[config.mk]
export PLATFORM = sky130hd
export DESIGN_NAME = max_select_stream_flat
export DESIGN_NICKNAME = d
export VERILOG_FILES = /design/src/rtl/max_select_stream_pkg.sv /design/src/rtl/max_select_stream_if.sv /design/src/rtl/max_select_stream_bitplane_select.sv /design/src/rtl/max_select_stream.sv /design/src/flat_wrapper.sv
export SDC_FILE = /design/constraint.sdc
export NUM_CORES = 1
export LEC_CHECK = 0
export CAP_MARGIN = 5
export CORE_MARGIN = 10
export CORE_UTILIZATION = 64
export DETAILED_ROUTE_END_ITERATION = 7
export DONT_BUFFER_PORTS = 1
export PLACE_DENSITY = 0.77
export RECOVER_POWER = 50
export SYNTH_ARGS = -nofsm -noshare
export SYNTH_HDL_FRONTEND = slang
export SYNTH_SLANG_ARGS = --single-unit
[constraint.sdc]
create_clock -name i_clk -period 5.1 [get_ports i_clk]
set_clock_uncertainty 0.2 [all_clocks]
set_input_delay 1.275 -clock i_clk [delete_from_list [all_inputs] [get_ports i_clk]]
set_output_delay 1.275 -clock i_clk [all_outputs]
set_load 0.02 [all_outputs]
[src/rtl/max_select_stream_pkg.sv]
// Shared types and defaults for the max_select_stream engine.
// Provides the default element count/width, element/mask/index typedefs,
// the controller state encoding and a lowest-set-bit helper.
package max_select_stream_pkg;

   localparam int unsigned NDefault    = 8;
   localparam int unsigned WDefault    = 8;
   localparam int unsigned IdxWDefault = $clog2(NDefault);

   typedef logic [WDefault-1:0]    elem_t;
   typedef logic [NDefault-1:0]    mask_t;
   typedef logic [IdxWDefault-1:0] idx_t;

   typedef enum logic [1:0] {
      StIdle,
      StScan,
      StEmit
   } state_e;

   // Index of the lowest set bit; 0 when the mask is empty.
   function automatic idx_t lowest_set(input mask_t mask);
      idx_t idx;
      idx = '0;
      for (int k = NDefault - 1; k >= 0; k--) begin
         if (mask[k]) idx = idx_t'(k);
      end
      return idx;
   endfunction

endpackage

[src/rtl/max_select_stream_if.sv]
// Load/stream bundle for max_select_stream.
//   i_load_valid / o_load_ready : load handshake, i_data packed operands
//                                 (element k at [k*W +: W]), i_mode sort order
//   o_out_valid / i_out_ready   : output handshake carrying o_out_data,
//                                 o_out_idx and o_out_last
//   o_busy                      : a set is being scanned or emitted
// slave is the engine side, master the producer/consumer side.
interface max_select_stream_if
   import max_select_stream_pkg::*;
#(
   parameter int unsigned N    = NDefault,
   parameter int unsigned W    = WDefault,
   parameter int unsigned IDXW = $clog2(N)
);

   logic            i_load_valid;
   logic            o_load_ready;
   logic [N*W-1:0]  i_data;
   logic            i_mode;
   logic            o_out_valid;
   logic            i_out_ready;
   logic [W-1:0]    o_out_data;
   logic [IDXW-1:0] o_out_idx;
   logic            o_out_last;
   logic            o_busy;

   modport slave (
      input  i_load_valid,
      input  i_data,
      input  i_mode,
      input  i_out_ready,
      output o_load_ready,
      output o_out_valid,
      output o_out_data,
      output o_out_idx,
      output o_out_last,
      output o_busy
   );

   modport master (
      output i_load_valid,
      output i_data,
      output i_mode,
      output i_out_ready,
      input  o_load_ready,
      input  o_out_valid,
      input  o_out_data,
      input  o_out_idx,
      input  o_out_last,
      input  o_busy
   );

endinterface

[src/rtl/max_select_stream_bitplane_select.sv]
// One bit-plane narrowing step (combinational).
//   i_plane : per-element bit of the current plane (already mode-adjusted)
//   i_chi   : current candidate mask
//   o_chi   : candidates that also have the plane bit set
//   o_hit   : at least one candidate has the plane bit set
module max_select_stream_bitplane_select #(
   parameter int unsigned N = 8
) (
   input  logic [N-1:0] i_plane,
   input  logic [N-1:0] i_chi,
   output logic [N-1:0] o_chi,
   output logic         o_hit
);

   assign o_chi = i_chi & i_plane;
   assign o_hit = |o_chi;

endmodule

[src/rtl/max_select_stream.sv]
// Iterative bit-plane selection engine: loads N words of W bits, then streams
// them out max-first (i_mode=0) or min-first (i_mode=1) with source indices.
// Each pass narrows a candidate mask one bit plane per cycle, MSB to LSB; tied
// values are emitted lowest-index-first straight from the leftover mask.
//   i_clk   : clock, rising edge
//   i_rst_n : asynchronous active-low reset
//   bus_io  : load/stream bundle (slave side), see max_select_stream_if
module max_select_stream
   import max_select_stream_pkg::*;
#(
   parameter int unsigned N = NDefault,
   parameter int unsigned W = WDefault
) (
   input logic                i_clk,
   input logic                i_rst_n,
   max_select_stream_if.slave bus_io
);

   localparam int unsigned IDXW = $clog2(N);
   localparam int unsigned BW   = (W > 1) ? $clog2(W) : 1;
   localparam logic [BW-1:0] BTop = BW'(W - 1);

   state_e                state_q, state_d;
   logic [N-1:0][W-1:0]   data_q, data_d;
   logic                  mode_q, mode_d;
   logic [N-1:0]          alive_q, alive_d;
   logic [N-1:0]          chi_q, chi_d;
   logic [BW-1:0]         b_q, b_d;
   logic                  out_valid_q, out_valid_d;
   logic [W-1:0]          out_data_q, out_data_d;
   logic [IDXW-1:0]       out_idx_q, out_idx_d;
   logic                  out_last_q, out_last_d;

   logic [N-1:0]          plane;
   logic [N-1:0]          chi_narrow;
   logic                  plane_hit;
   logic [N-1:0]          sel_oh;
   logic [N-1:0]          rest;

   function automatic logic [IDXW-1:0] first_set(input logic [N-1:0] mask);
      logic [IDXW-1:0] idx;
      idx = '0;
      for (int k = N - 1; k >= 0; k--) begin
         if (mask[k]) idx = IDXW'(k);
      end
      return idx;
   endfunction

   // Ascending order is a descending search over inverted planes.
   always_comb begin
      plane = '0;
      for (int k = 0; k < N; k++) begin
         plane[k] = data_q[k][b_q] ^ mode_q;
      end
   end

   max_select_stream_bitplane_select #(
      .N (N)
   ) u_bitplane_select (
      .i_plane (plane),
      .i_chi   (chi_q),
      .o_chi   (chi_narrow),
      .o_hit   (plane_hit)
   );

   always_comb begin
      state_d = state_q;
      data_d  = data_q;
      mode_d  = mode_q;
      alive_d = alive_q;
      chi_d   = chi_q;
      b_d     = b_q;

      // The registered index is always lowest_set(chi_q) while emitting.
      sel_oh            = '0;
      sel_oh[out_idx_q] = 1'b1;
      rest              = chi_q & ~sel_oh;

      unique case (state_q)
         StIdle: begin
            if (bus_io.i_load_valid) begin
               data_d  = bus_io.i_data;
               mode_d  = bus_io.i_mode;
               alive_d = '1;
               chi_d   = '1;
               b_d     = BTop;
               state_d = StScan;
            end
         end
         StScan: begin
            // No candidate has this bit: all remain tied on this plane.
            if (plane_hit) chi_d = chi_narrow;
            if (b_q == '0) begin
               state_d = StEmit;
            end else begin
               b_d = b_q - BW'(1);
            end
         end
         StEmit: begin
            if (out_valid_q && bus_io.i_out_ready) begin
               alive_d = alive_q & ~sel_oh;
               if (alive_d == '0) begin
                  chi_d   = '0;
                  state_d = StIdle;
               end else if (rest != '0) begin
                  chi_d = rest;
               end else begin
                  chi_d   = alive_d;
                  b_d     = BTop;
                  state_d = StScan;
               end
            end
         end
         default: state_d = StIdle;
      endcase

      // Outputs are computed from next state so they are registered yet
      // valid in the same cycle the controller enters/stays in EMIT.
      out_valid_d = (state_d == StEmit);
      out_data_d  = '0;
      out_idx_d   = '0;
      out_last_d  = 1'b0;
      if (state_d == StEmit) begin
         out_idx_d  = first_set(chi_d);
         out_data_d = data_d[out_idx_d];
         out_last_d = ((alive_d & (alive_d - N'(1))) == '0);
      end
   end

   always_ff @(posedge i_clk or negedge i_rst_n) begin
      if (!i_rst_n) begin
         state_q     <= StIdle;
         data_q      <= '0;
         mode_q      <= 1'b0;
         alive_q     <= '0;
         chi_q       <= '0;
         b_q         <= '0;
         out_valid_q <= 1'b0;
         out_data_q  <= '0;
         out_idx_q   <= '0;
         out_last_q  <= 1'b0;
      end else begin
         state_q     <= state_d;
         data_q      <= data_d;
         mode_q      <= mode_d;
         alive_q     <= alive_d;
         chi_q       <= chi_d;
         b_q         <= b_d;
         out_valid_q <= out_valid_d;
         out_data_q  <= out_data_d;
         out_idx_q   <= out_idx_d;
         out_last_q  <= out_last_d;
      end
   end

   assign bus_io.o_load_ready = (state_q == StIdle);
   assign bus_io.o_busy       = (state_q != StIdle);
   assign bus_io.o_out_valid  = out_valid_q;
   assign bus_io.o_out_data   = out_data_q;
   assign bus_io.o_out_idx    = out_idx_q;
   assign bus_io.o_out_last   = out_last_q;

endmodule

[src/flat_wrapper.sv]
// flat-port wrapper written by rule: the top's interface ports become plain ports
module max_select_stream_flat import max_select_stream_pkg::*;
#(
   parameter int unsigned N = NDefault,
   parameter int unsigned W = WDefault
)
  (i_clk, i_rst_n, bus_io_i_load_valid, bus_io_i_data, bus_io_i_mode, bus_io_i_out_ready, bus_io_o_load_ready, bus_io_o_out_valid, bus_io_o_out_data, bus_io_o_out_idx, bus_io_o_out_last, bus_io_o_busy);
  max_select_stream_if #(.N(N), .W(W)) bus_io_i ();
  input logic i_clk;
  input logic i_rst_n;
  input wire logic [$bits(bus_io_i.i_load_valid)-1:0] bus_io_i_load_valid;
  input wire logic [$bits(bus_io_i.i_data)-1:0] bus_io_i_data;
  input wire logic [$bits(bus_io_i.i_mode)-1:0] bus_io_i_mode;
  input wire logic [$bits(bus_io_i.i_out_ready)-1:0] bus_io_i_out_ready;
  output wire logic [$bits(bus_io_i.o_load_ready)-1:0] bus_io_o_load_ready;
  output wire logic [$bits(bus_io_i.o_out_valid)-1:0] bus_io_o_out_valid;
  output wire logic [$bits(bus_io_i.o_out_data)-1:0] bus_io_o_out_data;
  output wire logic [$bits(bus_io_i.o_out_idx)-1:0] bus_io_o_out_idx;
  output wire logic [$bits(bus_io_i.o_out_last)-1:0] bus_io_o_out_last;
  output wire logic [$bits(bus_io_i.o_busy)-1:0] bus_io_o_busy;
  assign bus_io_i.i_load_valid = bus_io_i_load_valid;
  assign bus_io_i.i_data = bus_io_i_data;
  assign bus_io_i.i_mode = bus_io_i_mode;
  assign bus_io_i.i_out_ready = bus_io_i_out_ready;
  assign bus_io_o_load_ready = bus_io_i.o_load_ready;
  assign bus_io_o_out_valid = bus_io_i.o_out_valid;
  assign bus_io_o_out_data = bus_io_i.o_out_data;
  assign bus_io_o_out_idx = bus_io_i.o_out_idx;
  assign bus_io_o_out_last = bus_io_i.o_out_last;
  assign bus_io_o_busy = bus_io_i.o_busy;
  max_select_stream #(.N(N), .W(W)) u_core (.i_clk(i_clk), .i_rst_n(i_rst_n), .bus_io(bus_io_i));
endmodule
==> Word level (Yosys, flattened, before mapping) <==
Index checks and enable logic that the tools add are counted.
{ "totals": {"wordCells": 111, "ff_bits": 99, "input_bits": 69} }
{ "op_classes": {"eq_ne": 8, "order_cmp": 4, "n_bitwise": 13, "n_reduce_logical": 12, "add_sub_neg": 2, "mux": 55} }
{ "ops": {"columns": ["operator", "count"], "rows": [
  ["$mux W64", 2],
  ["$mux W8", 9],
  ["$mux W3", 15],
  ["$and A8 B8 Y8", 4],
  ["$bmux W1 S3", 8],
  ["$bmux W8 S3", 1],
  ["$pmux W8 S3", 1],
  ["$logic_not A8 Y1", 2],
  ["$pmux W8 S2", 1],
  ["$lt A3 B4 Y1 const B", 3],
  ["$mux W1", 10],
  ["$mux W2", 5],
  ["$pmux W3 S3", 1],
  ["$ne A2 B2 Y1 const B", 4],
  ["$not A8 Y8", 1],
  ["$reduce_bool A8 Y1", 1],
  ["$reduce_or A8 Y1", 1],
  ["$sub A8 B1 Y8 const B", 1],
  ["$xor A1 B1 Y1", 8],
  ["$pmux W2 S3", 1],
  ["$reduce_and A6 Y1", 1],
  ["$eq A2 B2 Y1 const B", 2],
  ["$demux W1 S3", 1],
  ["$ge A3 B1 Y1 const B", 1],
  ["other kinds (9)", 10]
]} }

==> Depth between registers and ports, before layout <==
{ "logic_depth": {"ltp_word": 23, "ltp_mapped": 16, "ltp_nobuf": 11} }

==> Cells and area by module <==
Synthesis repeated with hierarchy kept, for this count alone.
{ "hier_totals": {"hier_cells": 508, "hier_area_um2": 5764.3} }
{ "by_module_without_submodules": {"columns": ["mod", "cells_per_inst", "area_each_um2", "instances", "seq_area_each_um2"], "rows": [
  ["max_select_stream", 497, 5690.5, 1, 2477.4],
  ["max_select_stream_bitplane_select", 11, 73.8, 1, 0.0]
]} }

==> Least setup slack after synthesis <==
OpenSTA, ideal clock, no wires.
{ "synth_path": {"kind": "input-to-reg", "start": "input bus_io_i_out_ready", "end": "register u_core.out_data_q[2], in the netlist u_core.bus_io.o_out_data[2]", "slack_ps": 1262, "cell_stages": 13, "path_buffers": 2, "arrival_ps": 3561, "t_required_ps": 4822, "setup_time_ps": 78, "path_cell_list": "and2_1 clkbuf_1 nand2_1 a21boi_0 a21oi_1 a32o_1 a41o_1 o21bai_1 or3_1 or3_1 buf_6 o211ai_1 o2bb2ai_1"} }
{ "synth_via": {"word_cells_on_any_way": 18, "classes_between": "1 x eq/ne; 16 x mux; 1 x reduce/logical"} }
{ "synth_lines": {"columns": ["item", "line_no", "text"], "rows": [
  ["from (decl)", "flat_wrapper.sv:14", "input wire logic [$bits(bus_io_i.i_out_ready)-1:0] bus_io_i_out_ready;"],
  ["$logic_and A1 B1 Y1", "max_select_stream.sv:100", "if (out_valid_q && bus_io.i_out_ready) begin"],
  ["$mux W8", "max_select_stream.sv:100", null],
  ["$pmux W8 S3", "max_select_stream.sv:79", "unique case (state_q)"],
  ["named net u_core.chi_d[3]", "max_select_stream.sv:27", "logic [N-1:0] chi_q, chi_d;"],
  ["$mux W3 (4 in series)", "max_select_stream.sv:44", "if (mask[k]) idx = IDXW'(k);"],
  ["$mux W3", "max_select_stream.sv:123", "if (state_d == StEmit) begin"],
  ["$bmux W8 S3", "max_select_stream.sv:125", "out_data_d = data_d[out_idx_d];"],
  ["$mux W8 (not written as such)", "max_select_stream.sv:125", null],
  ["$mux W8", "max_select_stream.sv:123", null],
  ["named net u_core.out_data_d[2]", "max_select_stream.sv:30", "logic [W-1:0] out_data_q, out_data_d;"],
  ["to (signal assigned)", "max_select_stream.sv:150", "out_data_q <= out_data_d;"],
  ["to (decl)", "max_select_stream.sv:30", null]
]} }
The timed path passes the listed nets, and every way through them passes these cells. The select of a mux whose other input is x is not followed.
A chain may end at the register's enable or synchronous reset.

==> Worst setup path in the final report <==
{ "layout_path": {"start": "register u_core.out_idx_q[0], in the netlist u_core.bus_io.o_out_idx[0]", "end": "register u_core.out_data_q[3], in the netlist u_core.bus_io.o_out_data[3]"} }
{ "layout_via": {"word_cells_on_any_way": 31, "classes_between": "2 x order compare; 1 x eq/ne; 22 x mux; 3 x bitwise; 3 x reduce/logical"} }
{ "layout_lines": {"columns": ["item", "line_no", "text"], "rows": [
  ["from (decl)", "max_select_stream.sv:31", "logic [IDXW-1:0] out_idx_q, out_idx_d;"],
  ["from (signal assigned)", "max_select_stream.sv:151", "out_idx_q <= out_idx_d;"],
  ["$lt A3 B4 Y1 (not written as such) / $ge A3 B1 Y1 (equally long branches)", "max_select_stream.sv:76", "sel_oh[out_idx_q] = 1'b1;"],
  ["$logic_and A1 B1 Y1 (not written as such)", "max_select_stream.sv:76", null],
  ["$mux W1 (not written as such)", "max_select_stream.sv:76", null],
  ["$demux W1 S3 *", null, null],
  ["$not A8 Y8 *", "max_select_stream.sv:77, max_select_stream.sv:101", null],
  ["$and A8 B8 Y8", "max_select_stream.sv:77", "rest = chi_q & ~sel_oh;"],
  ["$reduce_bool A8 Y1", "max_select_stream.sv:105", "end else if (rest != '0) begin"],
  ["$mux W8", "max_select_stream.sv:105", null],
  ["[... 2 more ...]", null, null],
  ["$pmux W8 S3 *", "max_select_stream.sv:79", null],
  ["named net u_core.chi_d[3]", "max_select_stream.sv:27", null],
  ["$mux W3 * (4 in series)", "max_select_stream.sv:44", null],
  ["$mux W3 *", "max_select_stream.sv:123", null],
  ["$bmux W8 S3 *", "max_select_stream.sv:125", null],
  ["$mux W8 (not written as such) *", "max_select_stream.sv:125", null],
  ["$mux W8 *", "max_select_stream.sv:123", null],
  ["named net u_core.out_data_d[3]", "max_select_stream.sv:30", null]
]} }
Mark *: on every way through the listed nets, which the timed path passes. The rest lies on a longest branch. The select of a mux whose other input is x is not followed.

==> results_dict.tcl <==
set metrics [dict create \
    drt_iter0_drc 449 \
    p_leak_nw 2.49 \
    die_y_microns 117 \
    slew_headroom 0.441 \
    synth-seq-cells 99 \
    grt_pass1_vias 4677 \
    synthDistinctLibCells 74 \
    insertion_delay_ns 0.37 \
    finalCritPeriodShare 0.953 \
    place_congestion 0.939 \
    hold_depth 1 \
    syn_inst 553 \
    maxSlewViolCount 0 \
    drt-total-wl_microns 16800 \
    path_class "reg2reg" \
    cts_tree "built" \
    synth_top_cell_area_share 0.415 \
    initial_core_util 0.652 \
    drive_above_1_share 0.253 \
    clk_transition_reported_paths_ns 0.10 \
    startpoint_type "flip-flop" \
    grt_pass1_wl_microns 26400 \
    grt_max_degree 100 \
    rsz0062_at_grt "false" \
    synthTopCellsByCount "dfrtp_1, mux2_2, nand2_1, mux2i_1, nor2_1" \
    cpPeakStageDelay_ns 0.71 \
    pre_cts_ws_ns 0.340 \
    crit_arrival_ns 4.94 \
    reg2reg_depth 12 \
    cpMaxStageDelayCell "dfrtp_1" \
    io_pins 84 \
    num_vias 4525 \
    max_freq_mhz 206 \
    viasPerCell 6.84 \
    synth_edf_count 0 \
    ys_warn_count 0 \
    cts-root-buf "clkbuf_8" \
    synth_top_area_cell "dfrtp_1" \
    reg2reg_from "u_core.bus_io.o_out_idx[0]" \
    fin_nets 616 \
    p_per_area_mw_per_mm2 725 \
    place_area_sq_mm 0.00603 \
    worstHoldStart "u_core.data_q[27]" \
    drc 0 \
    whs_ns 0.334 \
    dp_hpwl_microns 12900 \
    dieArea_sq_mm 0.0136 \
    port_buffers 0 \
    fin_ws_ns 0.242 \
    synth_flop_cell "dfrtp_1" \
    synth_area_leaders "dfrtp_1, mux2_2, mux2i_1" \
    path_cells "mux2_2 > o22a_1 > nor4_4 > buf_4 > mux2_2 > a32o_1 > a41o_1 > o21bai_1 > or3_1 > or3_1 > o211ai_1 > o2bb2ai_1" \
    vdd_drop_max_uv 446 \
    worst_pin_slew_ns 0.839 \
    cts_setup_buffers 0 \
    cp_data_required_time_ns 5.18 \
    cts_buffer_depth 2 \
    end_kind "flip-flop" \
    area_growth_syn_to_layout_pct 4.34 \
    startpoint "u_core.bus_io.o_out_idx[0]" \
    crit_fanout 18 \
    fin_setup_tns_ns 0 \
    wire_per_inst_microns 25.3 \
    hold_buffers 0 \
    fin_util 0.681 \
    min_path_type "reg2reg" \
    yosysSeqAreaShare 0.415 \
    synthArstFlopShare 1.00 \
    fill_cells 700 \
    syn_nets 624 \
    cts_sinks 99 \
    rows 35 \
    setup_viol_count_final 0 \
    dr.pass1.iters 5 \
    yosysMostFrequentCell "dfrtp_1" \
    die_w_microns 117 \
    cts_resized 0 \
    syn_area_per_cell_sq_um 10.8 \
    antenna_found_initial 0 \
    maxCapViolations 0 \
    final_cell_area_sq_mm 0.00623 \
    synth_area_sq_mm 0.00597 \
    ant_nets 0 \
    status "finished, final reports clean" \
    overflow 0 \
    core_sq_mm 0.00915 \
    cts_made_buffers 9 \
    period_needed_ns 4.86 \
    cts_htree_levels 3 \
    hold_viol 0 \
    track_usage 0.254 \
]
## flip-flops by register name, indices dropped and copies added, names as in the netlist
name	flops
u_core.mode_q	1
u_core.alive_q	8
u_core.bus_io.o_out_idx	3
u_core.bus_io.o_out_data	8
u_core.state_q	2
u_core.b_q	3
u_core.bus_io.o_out_last	1
u_core.data_q	64
u_core.chi_q	8
u_core.bus_io.o_out_valid	1
## power breakdown
group / leakage (nW) / switching (mW) / total (mW) / internal (mW)
clock network: 0.0969 / 0.298 / 0.500 / 0.201
logic: 1.21 / 1.45 / 2.55 / 1.10
registers: 1.18 / 0.348 / 1.47 / 1.12
total: 2.49 / 2.10 / 4.52 / 2.42
## layer usage
layer	track usage	vias to the layer above	routed length [microns]
met3	0.0637	29	1170
met1	0.310	2270	6790
met2	0.425	176	8260
met4	0.0923	0	545
met5	0	-	0
li1	-	2050	-
## worst max-delay path, delay by kind of cell (launching register included)
kind	cells	cell delay [ns]
flops	1	0.71
compound gates	6	1.39
buf+inv	1	0.25
simple gates	3	1.46
mux	2	0.74
## metrics by stage
step	power [mW]	std cells
global route	4.78	661
detailed placement	3.98	645
finish	4.52	662
floorplan	3.38	553
CTS	4.49	661
global placement	3.90	645
## cells in the final DEF (no fill, tap or decap), drive strengths merged, types with 6 or more instances in the layout
cell / instances
a21oi: 15
o22ai: 6
mux2: 83
o21ai: 19
clkbuf: 10
nor2: 37
mux2i: 38
a2111oi: 8
dfrtp: 99
nor2b: 13
nand2b: 10
buf: 15
inv: 25
nor3: 10
o211ai: 12
a32oi: 12
nand2: 47
## final cells by class
| class | instances | area, sq um | share of cell area |
|---|---|---|---|
| multi-input combinational | 398 | 3210 | 0.515 |
| sequential | 99 | 2480 | 0.398 |
| tap | 111 | 139 | 0.0223 |
| clock buffer | 10 | 138 | 0.0221 |
| timing repair buffer | 15 | 125 | 0.0201 |
| inverter | 22 | 82.6 | 0.0133 |
| clock inverter | 6 | 56.3 | 0.00904 |
| antenna | 1 | 2.50 | 0.000402 |
## final timing paths
path                                                    end  slack [ns]
worst max-delay path            u_core.bus_io.o_out_data[3]        0.24
worst min-delay path                      u_core.data_q[27]        0.33
worst max register to register  u_core.bus_io.o_out_data[3]        0.24
worst min register to register            u_core.data_q[27]        0.33
max in group asynchronous                 u_core.data_q[50]        4.14
min in group asynchronous                 u_core.data_q[14]        0.39
## cell families (layout without fill, tap and decap cells)
group           after synthesis  in the layout  synth area share
simple gates                144            144             0.124
compound gates              125            125             0.172
mux                         124            124             0.232
flops                        99             99             0.415
buf+inv                      56             53            0.0478
fa+ha+maj                     3              3           0.00587
xor+xnor                      2              2           0.00293
other cells                   0              1                 0
(Power assumes the default switching activity.)
